`src/rtl/fma_norm_stage.sv`:
```
// Two-stage normalizer behind the FMA adder: stage A registers operands plus leading-zero count,
// stage B shifts to left-justify (bounded by EMIN) and registers the result for rounding.
module fma_norm_stage #(
   parameter int unsigned ADDER_WIDTH = 76,
   parameter int unsigned EXP_WIDTH   = 10,
   parameter int          EMIN        = 1
) (
   input  logic                   clk,
   input  logic                   rst,
   input  logic                   in_valid,
   output logic                   in_ready,
   input  logic [ADDER_WIDTH-1:0] sum,
   input  logic                   cout,
   input  logic [EXP_WIDTH-1:0]   exp_in,
   input  logic                   sign_in,
   output logic                   out_valid,
   input  logic                   out_ready,
   output logic [ADDER_WIDTH-1:0] mant_out,
   output logic [EXP_WIDTH:0]     exp_out,
   output logic                   sign_out,
   output logic                   sticky_out,
   output logic                   zero_out,
   output logic                   denorm_out
);

   localparam int unsigned LzcW = $clog2(ADDER_WIDTH + 1);
   localparam int unsigned XW   = EXP_WIDTH + 1;
   localparam int unsigned DW   = ((EXP_WIDTH > LzcW) ? EXP_WIDTH : LzcW) + 2;

   logic                   va_q, va_d, vb_q, vb_d;
   logic                   adv_a, adv_b;
   logic                   cout_a_q, cout_a_d, sign_a_q, sign_a_d;
   logic [ADDER_WIDTH-1:0] sum_a_q, sum_a_d;
   logic [EXP_WIDTH-1:0]   exp_a_q, exp_a_d;
   logic [LzcW-1:0]        lzc_a_q, lzc_a_d, lzc;

   logic [ADDER_WIDTH-1:0] mant_q, mant_d;
   logic [XW-1:0]          exp_q, exp_d;
   logic                   sign_q, sign_d, sticky_q, sticky_d;
   logic                   zero_q, zero_d, denorm_q, denorm_d;

   logic signed [DW-1:0]   e_ext, lzc_ext, emin_ext, room;
   logic [XW-1:0]          e_x;
   logic [LzcW-1:0]        shamt;

   assign adv_b    = !vb_q || out_ready;
   assign adv_a    = !va_q || adv_b;
   assign in_ready = adv_a;

   // Ascending scan: the last hit is the most significant set bit.
   always_comb begin
      lzc = LzcW'(ADDER_WIDTH);
      for (int i = 0; i < int'(ADDER_WIDTH); i++) begin
         if (sum[i]) lzc = LzcW'(int'(ADDER_WIDTH) - 1 - i);
      end
   end

   always_comb begin
      va_d     = va_q;
      cout_a_d = cout_a_q;
      sum_a_d  = sum_a_q;
      exp_a_d  = exp_a_q;
      sign_a_d = sign_a_q;
      lzc_a_d  = lzc_a_q;
      if (adv_a) va_d = in_valid;
      if (in_valid && adv_a) begin
         cout_a_d = cout;
         sum_a_d  = sum;
         exp_a_d  = exp_in;
         sign_a_d = sign_in;
         lzc_a_d  = lzc;
      end
   end

   // room = how far the exponent may drop before hitting EMIN.
   always_comb begin
      e_ext    = {{(DW - EXP_WIDTH){exp_a_q[EXP_WIDTH-1]}}, exp_a_q};
      lzc_ext  = {{(DW - LzcW){1'b0}}, lzc_a_q};
      emin_ext = DW'(EMIN);
      room     = e_ext - emin_ext;
      e_x      = {exp_a_q[EXP_WIDTH-1], exp_a_q};
      if (room >= lzc_ext) begin
         shamt = lzc_a_q;
      end else if (!room[DW-1] && (room != '0)) begin
         shamt = room[LzcW-1:0];
      end else begin
         shamt = '0;
      end
   end

   always_comb begin
      vb_d     = vb_q;
      mant_d   = mant_q;
      exp_d    = exp_q;
      sign_d   = sign_q;
      sticky_d = sticky_q;
      zero_d   = zero_q;
      denorm_d = denorm_q;
      if (adv_b) vb_d = va_q;
      if (va_q && adv_b) begin
         sign_d   = sign_a_q;
         sticky_d = 1'b0;
         zero_d   = 1'b0;
         denorm_d = 1'b0;
         if (cout_a_q) begin
            mant_d   = {1'b1, sum_a_q[ADDER_WIDTH-1:1]};
            sticky_d = sum_a_q[0];
            exp_d    = e_x + XW'(1);
         end else if (sum_a_q == '0) begin
            mant_d = '0;
            exp_d  = '0;
            zero_d = 1'b1;
         end else begin
            mant_d   = sum_a_q << shamt;
            exp_d    = e_x - XW'(shamt);
            denorm_d = shamt < lzc_a_q;
         end
      end
   end

   always_ff @(posedge clk or posedge rst) begin
      if (rst) begin
         va_q     <= 1'b0;
         vb_q     <= 1'b0;
         cout_a_q <= 1'b0;
         sum_a_q  <= '0;
         exp_a_q  <= '0;
         sign_a_q <= 1'b0;
         lzc_a_q  <= '0;
         mant_q   <= '0;
         exp_q    <= '0;
         sign_q   <= 1'b0;
         sticky_q <= 1'b0;
         zero_q   <= 1'b0;
         denorm_q <= 1'b0;
      end else begin
         va_q     <= va_d;
         vb_q     <= vb_d;
         cout_a_q <= cout_a_d;
         sum_a_q  <= sum_a_d;
         exp_a_q  <= exp_a_d;
         sign_a_q <= sign_a_d;
         lzc_a_q  <= lzc_a_d;
         mant_q   <= mant_d;
         exp_q    <= exp_d;
         sign_q   <= sign_d;
         sticky_q <= sticky_d;
         zero_q   <= zero_d;
         denorm_q <= denorm_d;
      end
   end

   assign out_valid  = vb_q;
   assign mant_out   = mant_q;
   assign exp_out    = exp_q;
   assign sign_out   = sign_q;
   assign sticky_out = sticky_q;
   assign zero_out   = zero_q;
   assign denorm_out = denorm_q;

endmodule

```
`config.mk`:
```
export PLATFORM = sky130hd
export DESIGN_NAME = fma_norm_stage
export DESIGN_NICKNAME = d
export VERILOG_FILES = /design/src/rtl/fma_norm_stage.sv
export SDC_FILE = /design/constraint.sdc
export NUM_CORES = 1
export LEC_CHECK = 0
export ABC_AREA = 1
export CORE_AREA = 2 2 182 184
export CTS_BUF_LIST = sky130_fd_sc_hd__clkbuf_4 sky130_fd_sc_hd__clkbuf_8 sky130_fd_sc_hd__clkbuf_16
export CTS_CLUSTER_DIAMETER = 120
export DETAILED_ROUTE_END_ITERATION = 10
export DIE_AREA = 0 0 184 186
export PLACE_DENSITY_LB_ADDON = 0.08
export SYNTH_ARGS = -nofsm -noshare
export SYNTH_HDL_FRONTEND = slang
export SYNTH_SLANG_ARGS = --single-unit
```
`constraint.sdc`:
```
create_clock -name clk -period 9.2 [get_ports clk]
set_input_delay 1.84 -clock clk [delete_from_list [all_inputs] [get_ports clk]]
set_output_delay 1.84 -clock clk [all_outputs]
set_load 0.1 [all_outputs]
```
==> results.md, run 1 <==
* Status: finished, final reports clean
* Critical Path Max Stage Delay at 0.50 ns
* Vias per cell at 5.664
* Die W at about 180 um
* Most common cell after layout, fill and taps aside: nand2_1
* First-pass GRT wire length at 86.35 mm
* Most frequent cells in the layout: nand2_1 (648), o21ai_1 (270), inv_1 (227)
* Sequential power share at 21.0%
* Fin. max-slew vios at 0
* Clk root buf: clkbuf_16
* Hold Crit Class: reg -> reg
* Count of state elements after synthesis at 188
* GRT Util Overall at 33.86%
* Internal at 2489 uW
* Combinational group share of total power at 67.0%
* Highest clock rate at 163.4 MHz
* Drt first pass iters at 5
* Clock Tree Buf Depth at 2
* Setup crit start kind: flip-flop
* Critical Path Fanout Max at 57
* Die area at 0.03422 sq mm
* Post-route setup slack at approximately 3.1 ns
* Total global routing overflow at 0
* P_sw at ~3800 uW
* CP startpoint: exp_a_q[0]
* Initial core utilization at 44.70%
* Clock Latency Late Sink at 0.47 ns
* Most Frequent Cell on Critical Path: a21oi_1
* Vias in the first global route at 14349
* Reg2reg start: exp_a_q[0]
* Final ANT Viol Nets at 0
* Routed via count at roughly 16000
* CTS Buf Count at 17
* CTS tree: built
* H-tree levels at 4
* Row count at 66
* WL/cell at 20.70 um
* Clock period minus worst slack at 6.120 ns
* Setup crit end kind: flip-flop
* Post-Place Worst Slack at about 3.0 ns
* Largest net degree at the start of global routing at 134
* Relative slew slack at 24.30%
* Synthesis-to-finish area growth at 18.13%
* Initial antenna violation count at 3
* Worst VDD drop at approximately 0.29 mV
* Max cap viols at 0
* Yosys warnings at 0
* # setup viols final at 0
* Critical Path RT at 9.49 ns
* Worst-path clk slew at approximately 0.07 ns
* Core Footprint at roughly 0.032 sq mm
* # clock sinks at 188
* Hold slack at 0.4906 ns
* Worst-Margin Slew at ~1.1 ns
* # hold bufs at CTS at 0
* Unrepaired setup endpoints after global routing: no
* P per Cell Area at 370.9 mW/mm^2
* DRT Wirelength at 57.73 mm
* Post-Syn Area at about 0.014 sq mm
* Post-CTS resize count at 0
* Dpl hpwl at 44.01 mm
* Die Span Y at 186 um
* Utilization after layout at approximately 53%
* DRC at 0
* Slowest CP cell: buf_4
* RePlAce Congestion at 0.9572
* Detailed Route Iter0 Violations at 1773
* Mean post-synth cell area at 6.300 sq um
* Net Sw Frac at 60.54%
* Setup TNS Final at 0 ns
* Clock power share at 12.1%
* Fillers at roughly 3400
* Leak at 0.007844 uW
* Placed cell count at 2757
* Sequential fraction of the synthesis area at between 30% and 40%
* I/O pin cnt at 185
* Synth cell types at 46
* # Post-CTS Setup Buffers at 0
* Final period util at roughly two thirds
* Clock Skew at 0.02436 ns
* WS Path Type: reg -> reg
* Syn_nets at 2401
* IO Port Bufs at 184
* Fin. Hold Viols at 0
* Fin nets at 2484
* Layout cells sized above 1 at around 5.9%
* Post-Syn Instances at approximately 2300
* Hold path start: mant_out[63]
* Worst path arrival time at 6.42 ns
* Filler-free cell count of the finished design at 2789
==> per-layer routing <==
metal  wire length (um)  part of all wire, %  GRT usage, %
met3               5732                  9.9         7.455
met1              27550                   48         52.05
met4               1503                  2.6         9.408
met2              22930                   40         46.90
met5                 23                0.040             0
==> flip-flops by register name (all words and copies together) (netlist names) <==
register and count:
cout_a_q 1, denorm_out 1, exp_a_q 10, exp_out 11
lzc_a_q 7, mant_out 76, out_valid 1, sign_a_q 1
sign_out 1, sticky_out 1, sum_a_q 76, va_q 1
zero_out 1
==> cell families after synthesis <==
| logic type | share of synthesized area, % |
|---|---|
| simple gates | 25.93 |
| compound gates | 25.11 |
| buf+inv | 12.66 |
| flops | 32.68 |
| fa+ha+maj | 2.138 |
| mux | 1.121 |
| xor+xnor | 0.3650 |
==> metrics by stage <==
step           instance area [sq um]  power, uW
6_report                       17010       6307
5_1_grt                        17000       6636
4_1_cts                        17000       6252
3_5_place_dp                   16430       5483
3_3_place_gp                   16430       5473
2_1_floorplan                  14400       4252
==> worst paths after layout <==
check | cells past startpoint | endpoint | slack [ns]
min in group asynchronous | 2 | exp_out[7] | 1.91
worst min register to register | 2 | mant_out[63] | 0.49
max in group asynchronous | 3 | sum_a_q[63] | 5.71
worst max register to register | 28 | exp_out[7] | 3.08
worst max-delay path | 28 | exp_out[7] | 3.08
worst min-delay path | 2 | mant_out[63] | 0.49
==> power groups by stage <==
| stage | Combinational (uW) | Sequential, uW | Clock [uW] |
|---|---|---|---|
| global placement | 4150 | 1320 | 0 |
| floorplan | 1630 | 2620 | 0 |
| detailed placement | 4160 | 1320 | 0 |
| CTS | 4170 | 1310 | 766 |
| finish | 4220 | 1320 | 761 |
| global route | 4490 | 1340 | 798 |
==> cell type report <==
| type | count | area, sq um | share of cell area (%) |
|---|---|---|---|
| multi-input cells | 1654 | 7926 | 46.61 |
| repair buffers | 204 | 1992 | 11.71 |
| clock buffers | 21 | 467.9 | 2.752 |
| well taps | 408 | 510.5 | 3.002 |
| flip-flops and latches | 188 | 4706 | 27.67 |
| clock inverters | 10 | 105.1 | 0.6180 |
| diodes | 1 | 2.502 | 0.01471 |
| inverters | 303 | 1296 | 7.622 |
==> critical path: cells and delay by family (launching register included) <==
family | cells | cell delay (ns)
XOR/XNOR | 1 | 0.20
AO/OA/AOI/OAI | 10 | 1.51
flip-flops | 1 | 0.45
buffers and inverters | 8 | 2.04
adder cells (fa/ha/maj) | 3 | 0.85
AND/OR/NAND/NOR | 6 | 0.86
==> synth_stat cells, drive strengths merged <==
cell type    n  area share, %
a211oi       3           0.16
a21o         1          0.052
a21oi      130            4.5
a22oi       12           0.63
a311oi       7           0.43
a31oi       33            1.4
and3         1          0.043
buf         25           0.71
bufinv      11            1.3
clkbuf     115            3.0
clkinv       3          0.078
dfrtp      188             33
fa           1           0.14
ha          23            2.0
inv        289            7.5
mux2         1          0.078
mux2i       15            1.0
nand2      651             17
nand3       51            1.8
nand4       16           0.70
nor2       161            4.2
nor3        22           0.76
nor4        25            1.1
o2111ai      4           0.24
o211ai      14           0.73
o21a         1          0.052
o21ai      429             15
o21bai       6           0.31
o221ai       3           0.18
o22a         1          0.061
o22ai       17           0.74
o311ai       5           0.30
o31a         1          0.061
o31ai        3           0.16
o32ai        1          0.061
o41a         1          0.078
or2          9           0.39
xnor2        1          0.061
xor2         5           0.30
Power figures use the tool's default switching activity.
==> run 2: changes to the inputs <==
==> constraint.sdc (replaced) <==
create_clock -name clk -period 5.8 [get_ports clk]
set_input_delay 1.16 -clock clk [delete_from_list [all_inputs] [get_ports clk]]
set_output_delay 1.16 -clock clk [all_outputs]
set_load 0.1 [all_outputs]
==> run 2 against run 1 <==
Non-clock buffer count rose by 17. Worst hold slack got worse by 0.0017 ns. Maximum frequency rose by 17%. Setup slack got worse by 2.5 ns. Clock power rose by 70%. Combinational power rose by 60%. Routed wire length fell by 0.22%. Critical path type unchanged. Design area rose by 1.4%. Via count rose by 0.99%. Critical path depth rose by 1. Die area did not move.
==> results.md, run 2 (synthesis results as in run 1) <==
* Status: finished, final reports clean (unchanged)
* Die W at 184 um (unchanged)
* Final period util at 89.82% (was 66.53%)
* # setup viols final at 0 (unchanged)
* WL/cell at 20.53 um (was 20.70 um)
* Clock Tree Buf Depth at 2 (unchanged)
* Fin. max-slew vios at 0 (unchanged)
* Worst VDD drop at 0.4409 mV (was 0.2935 mV)
* Sequential power share at 20.7% (was 21.0%)
* Hold path start: mant_out[60] (was mant_out[63])
* Largest net degree at the start of global routing at 134 (unchanged)
* Dpl hpwl at 44.90 mm (was 44.01 mm)
* IO Port Bufs at 184 (unchanged)
* Worst-path clk slew at 0.07 ns (about the same)
* I/O pin cnt at 185 (unchanged)
* Critical Path RT at 6.19 ns (was 9.49 ns)
* Unrepaired setup endpoints after global routing: yes (was no)
* Clock period minus worst slack at 5.210 ns (was 6.120 ns)
* Routed via count at 15952 (was 15796)
* Fin area at 0.01725 sq mm (was 0.01701 sq mm)
* CP startpoint: exp_a_q[1] (was exp_a_q[0])
* Antenna Cells at 0 (was 1)
* Leak at 0.007966 uW (was 0.007844 uW)
* Clock Latency Late Sink at 0.47 ns (about the same)
* Row count at 66 (unchanged)
* # Post-CTS Setup Buffers at 0 (unchanged)
* DRC at 0 (unchanged)
* Fin. Hold Viols at 0 (unchanged)
* Die Span Y at 186 um (unchanged)
* DP Area at 0.01660 sq mm (was 0.01643 sq mm)
* Internal at 4069 uW (was 2489 uW)
* Highest clock rate at 191.9 MHz (was 163.4 MHz)
* CTS Buf Count at 17 (unchanged)
* First-pass GRT wire length at 86.77 mm (was 86.35 mm)
* Clock power share at 12.7% (was 12.1%)
* Critical Path Max Stage Delay at 0.47 ns (was 0.50 ns)
* Post-route setup slack at 0.5902 ns (was 3.080 ns)
* P per Cell Area at 589.2 mW/mm^2 (was 370.9 mW/mm^2)
* Setup crit start kind: flip-flop (unchanged)
* Die area at 0.03422 sq mm (unchanged)
* Setup crit end kind: flip-flop (unchanged)
* Vias in the first global route at 14311 (was 14349)
* Fin nets at 2501 (was 2484)
* Hold slack at 0.4888 ns (was 0.4906 ns)
* Core Footprint at 0.03221 sq mm (unchanged)
* Reg2reg start: exp_a_q[1] (was exp_a_q[0])
* H-tree levels at 4 (unchanged)
* Clock Skew at 0.01865 ns (was 0.02436 ns)
* Initial core utilization at 44.70% (unchanged)
* GRT Util Overall at 33.87% (was 33.86%)
* Vias per cell at 5.685 (was 5.664)
* # hold bufs at CTS at 0 (unchanged)
* Final ANT Viol Nets at 0 (unchanged)
* DRT Wirelength at 57.61 mm (was 57.73 mm)
* Worst path arrival time at 5.60 ns (was 6.42 ns)
* Clk root buf: clkbuf_16 (unchanged)
* Most frequent cells in the layout: nand2_1 (648), o21ai_1 (270), inv_1 (227) (unchanged)
* Worst-Margin Slew at 1.072 ns (was 1.136 ns)
* Slowest CP cell: dfrtp_1 (was buf_4)
* Layout cells sized above 1 at 6.589% (was 5.882%)
* WS Path Type: reg -> reg (unchanged)
* P_sw at 6092 uW (was 3818 uW)
* Post-Place Worst Slack at 0.2673 ns (was 3.041 ns)
* Relative slew slack at 28.51% (was 24.30%)
* Initial antenna violation count at 1 (was 3)
* Drt first pass iters at 5 (unchanged)
* Critical Path Fanout Max at 47 (was 57)
* RePlAce Congestion at 0.9931 (was 0.9572)
* CTS tree: built (unchanged)
* Synthesis-to-finish area growth at 19.79% (was 18.13%)
* # clock sinks at 188 (unchanged)
* Max cap viols at 0 (unchanged)
* Combinational group share of total power at 66.6% (was 67.0%)
* Detailed Route Iter0 Violations at 1889 (was 1773)
* Total global routing overflow at 0 (unchanged)
* Most common cell after layout, fill and taps aside: nand2_1 (unchanged)
* Hold Crit Class: reg -> reg (unchanged)
* Net Sw Frac at 59.96% (was 60.54%)
## run 2: worst paths after layout
check	endpoint	slack [ns]	depth (start not counted)
worst max-delay path	mant_out[48]	0.59	29
worst min-delay path	mant_out[60]	0.49	2
worst max register to register	mant_out[48]	0.59	29
worst min register to register	mant_out[60]	0.49	2
max in group asynchronous	mant_out[35]	3.92	3
min in group asynchronous	exp_out[9]	1.15	3
## run 2: power groups by stage
stage | Combinational [uW] | Clock, uW | Sequential (uW)
final | 6760 | 1290 | 2100
after global routing | 7200 | 1360 | 2140
after CTS | 6670 | 1310 | 2090
after detailed placement | 6650 | 0 | 2110
after global placement | 6630 | 0 | 2100
after floorplan | 2590 | 0 | 4150
## run 2: cell type report
type	count	area [sq um]
fillers	3337	14960
clock buffers	17	425.4
well taps	408	510.5
repair buffers	221	2170
flip-flops and latches	188	4706
inverters	303	1292
clock inverters	15	206.4
multi-input cells	1654	7935
## run 2: stage by stage
stage | setup TNS, ns | cells | total power, uW | util, %
after CTS | 0 | 2806 | 10060 | 53.52
after global placement | 0 | 2774 | 8732 | 51.56
after detailed placement | 0 | 2774 | 8754 | 51.56
after global routing | -0.09059 | 2806 | 10700 | 53.55
final | 0 | 2806 | 10160 | 53.55
after floorplan | 0 | 2285 | 6745 | -
## run 2: per-layer routing
layer / track usage, % / up-vias / part of all wire (%)
met5: 0 / - / 0.028
met4: 10.14 / 2 / 2.8
met3: 6.476 / 80 / 9.5
met2: 47.11 / 779 / 40
met1: 52.23 / 7394 / 48
li1: - / 7697 / -
## run 2: what timing repair did
| action | 4_1_cts | 5_1_grt |
|---|---|---|
| endpoints found under the hold margin | 0 | 0 |
| endpoints found under the setup margin | 0 | 8 |
| gates resized for setup | 0 | 1 |
## run 2: critical path, delay by kind of cell, from the launching register on
kind,cells,cell delay (ns)
xor gates and xnor gates,1,0.20
AOI/OAI and AO/OA,12,1.92
adders and majority gates,2,0.51
and+or+nand+nor,8,1.17
buffers and inverters,6,0.84
DFF,1,0.47
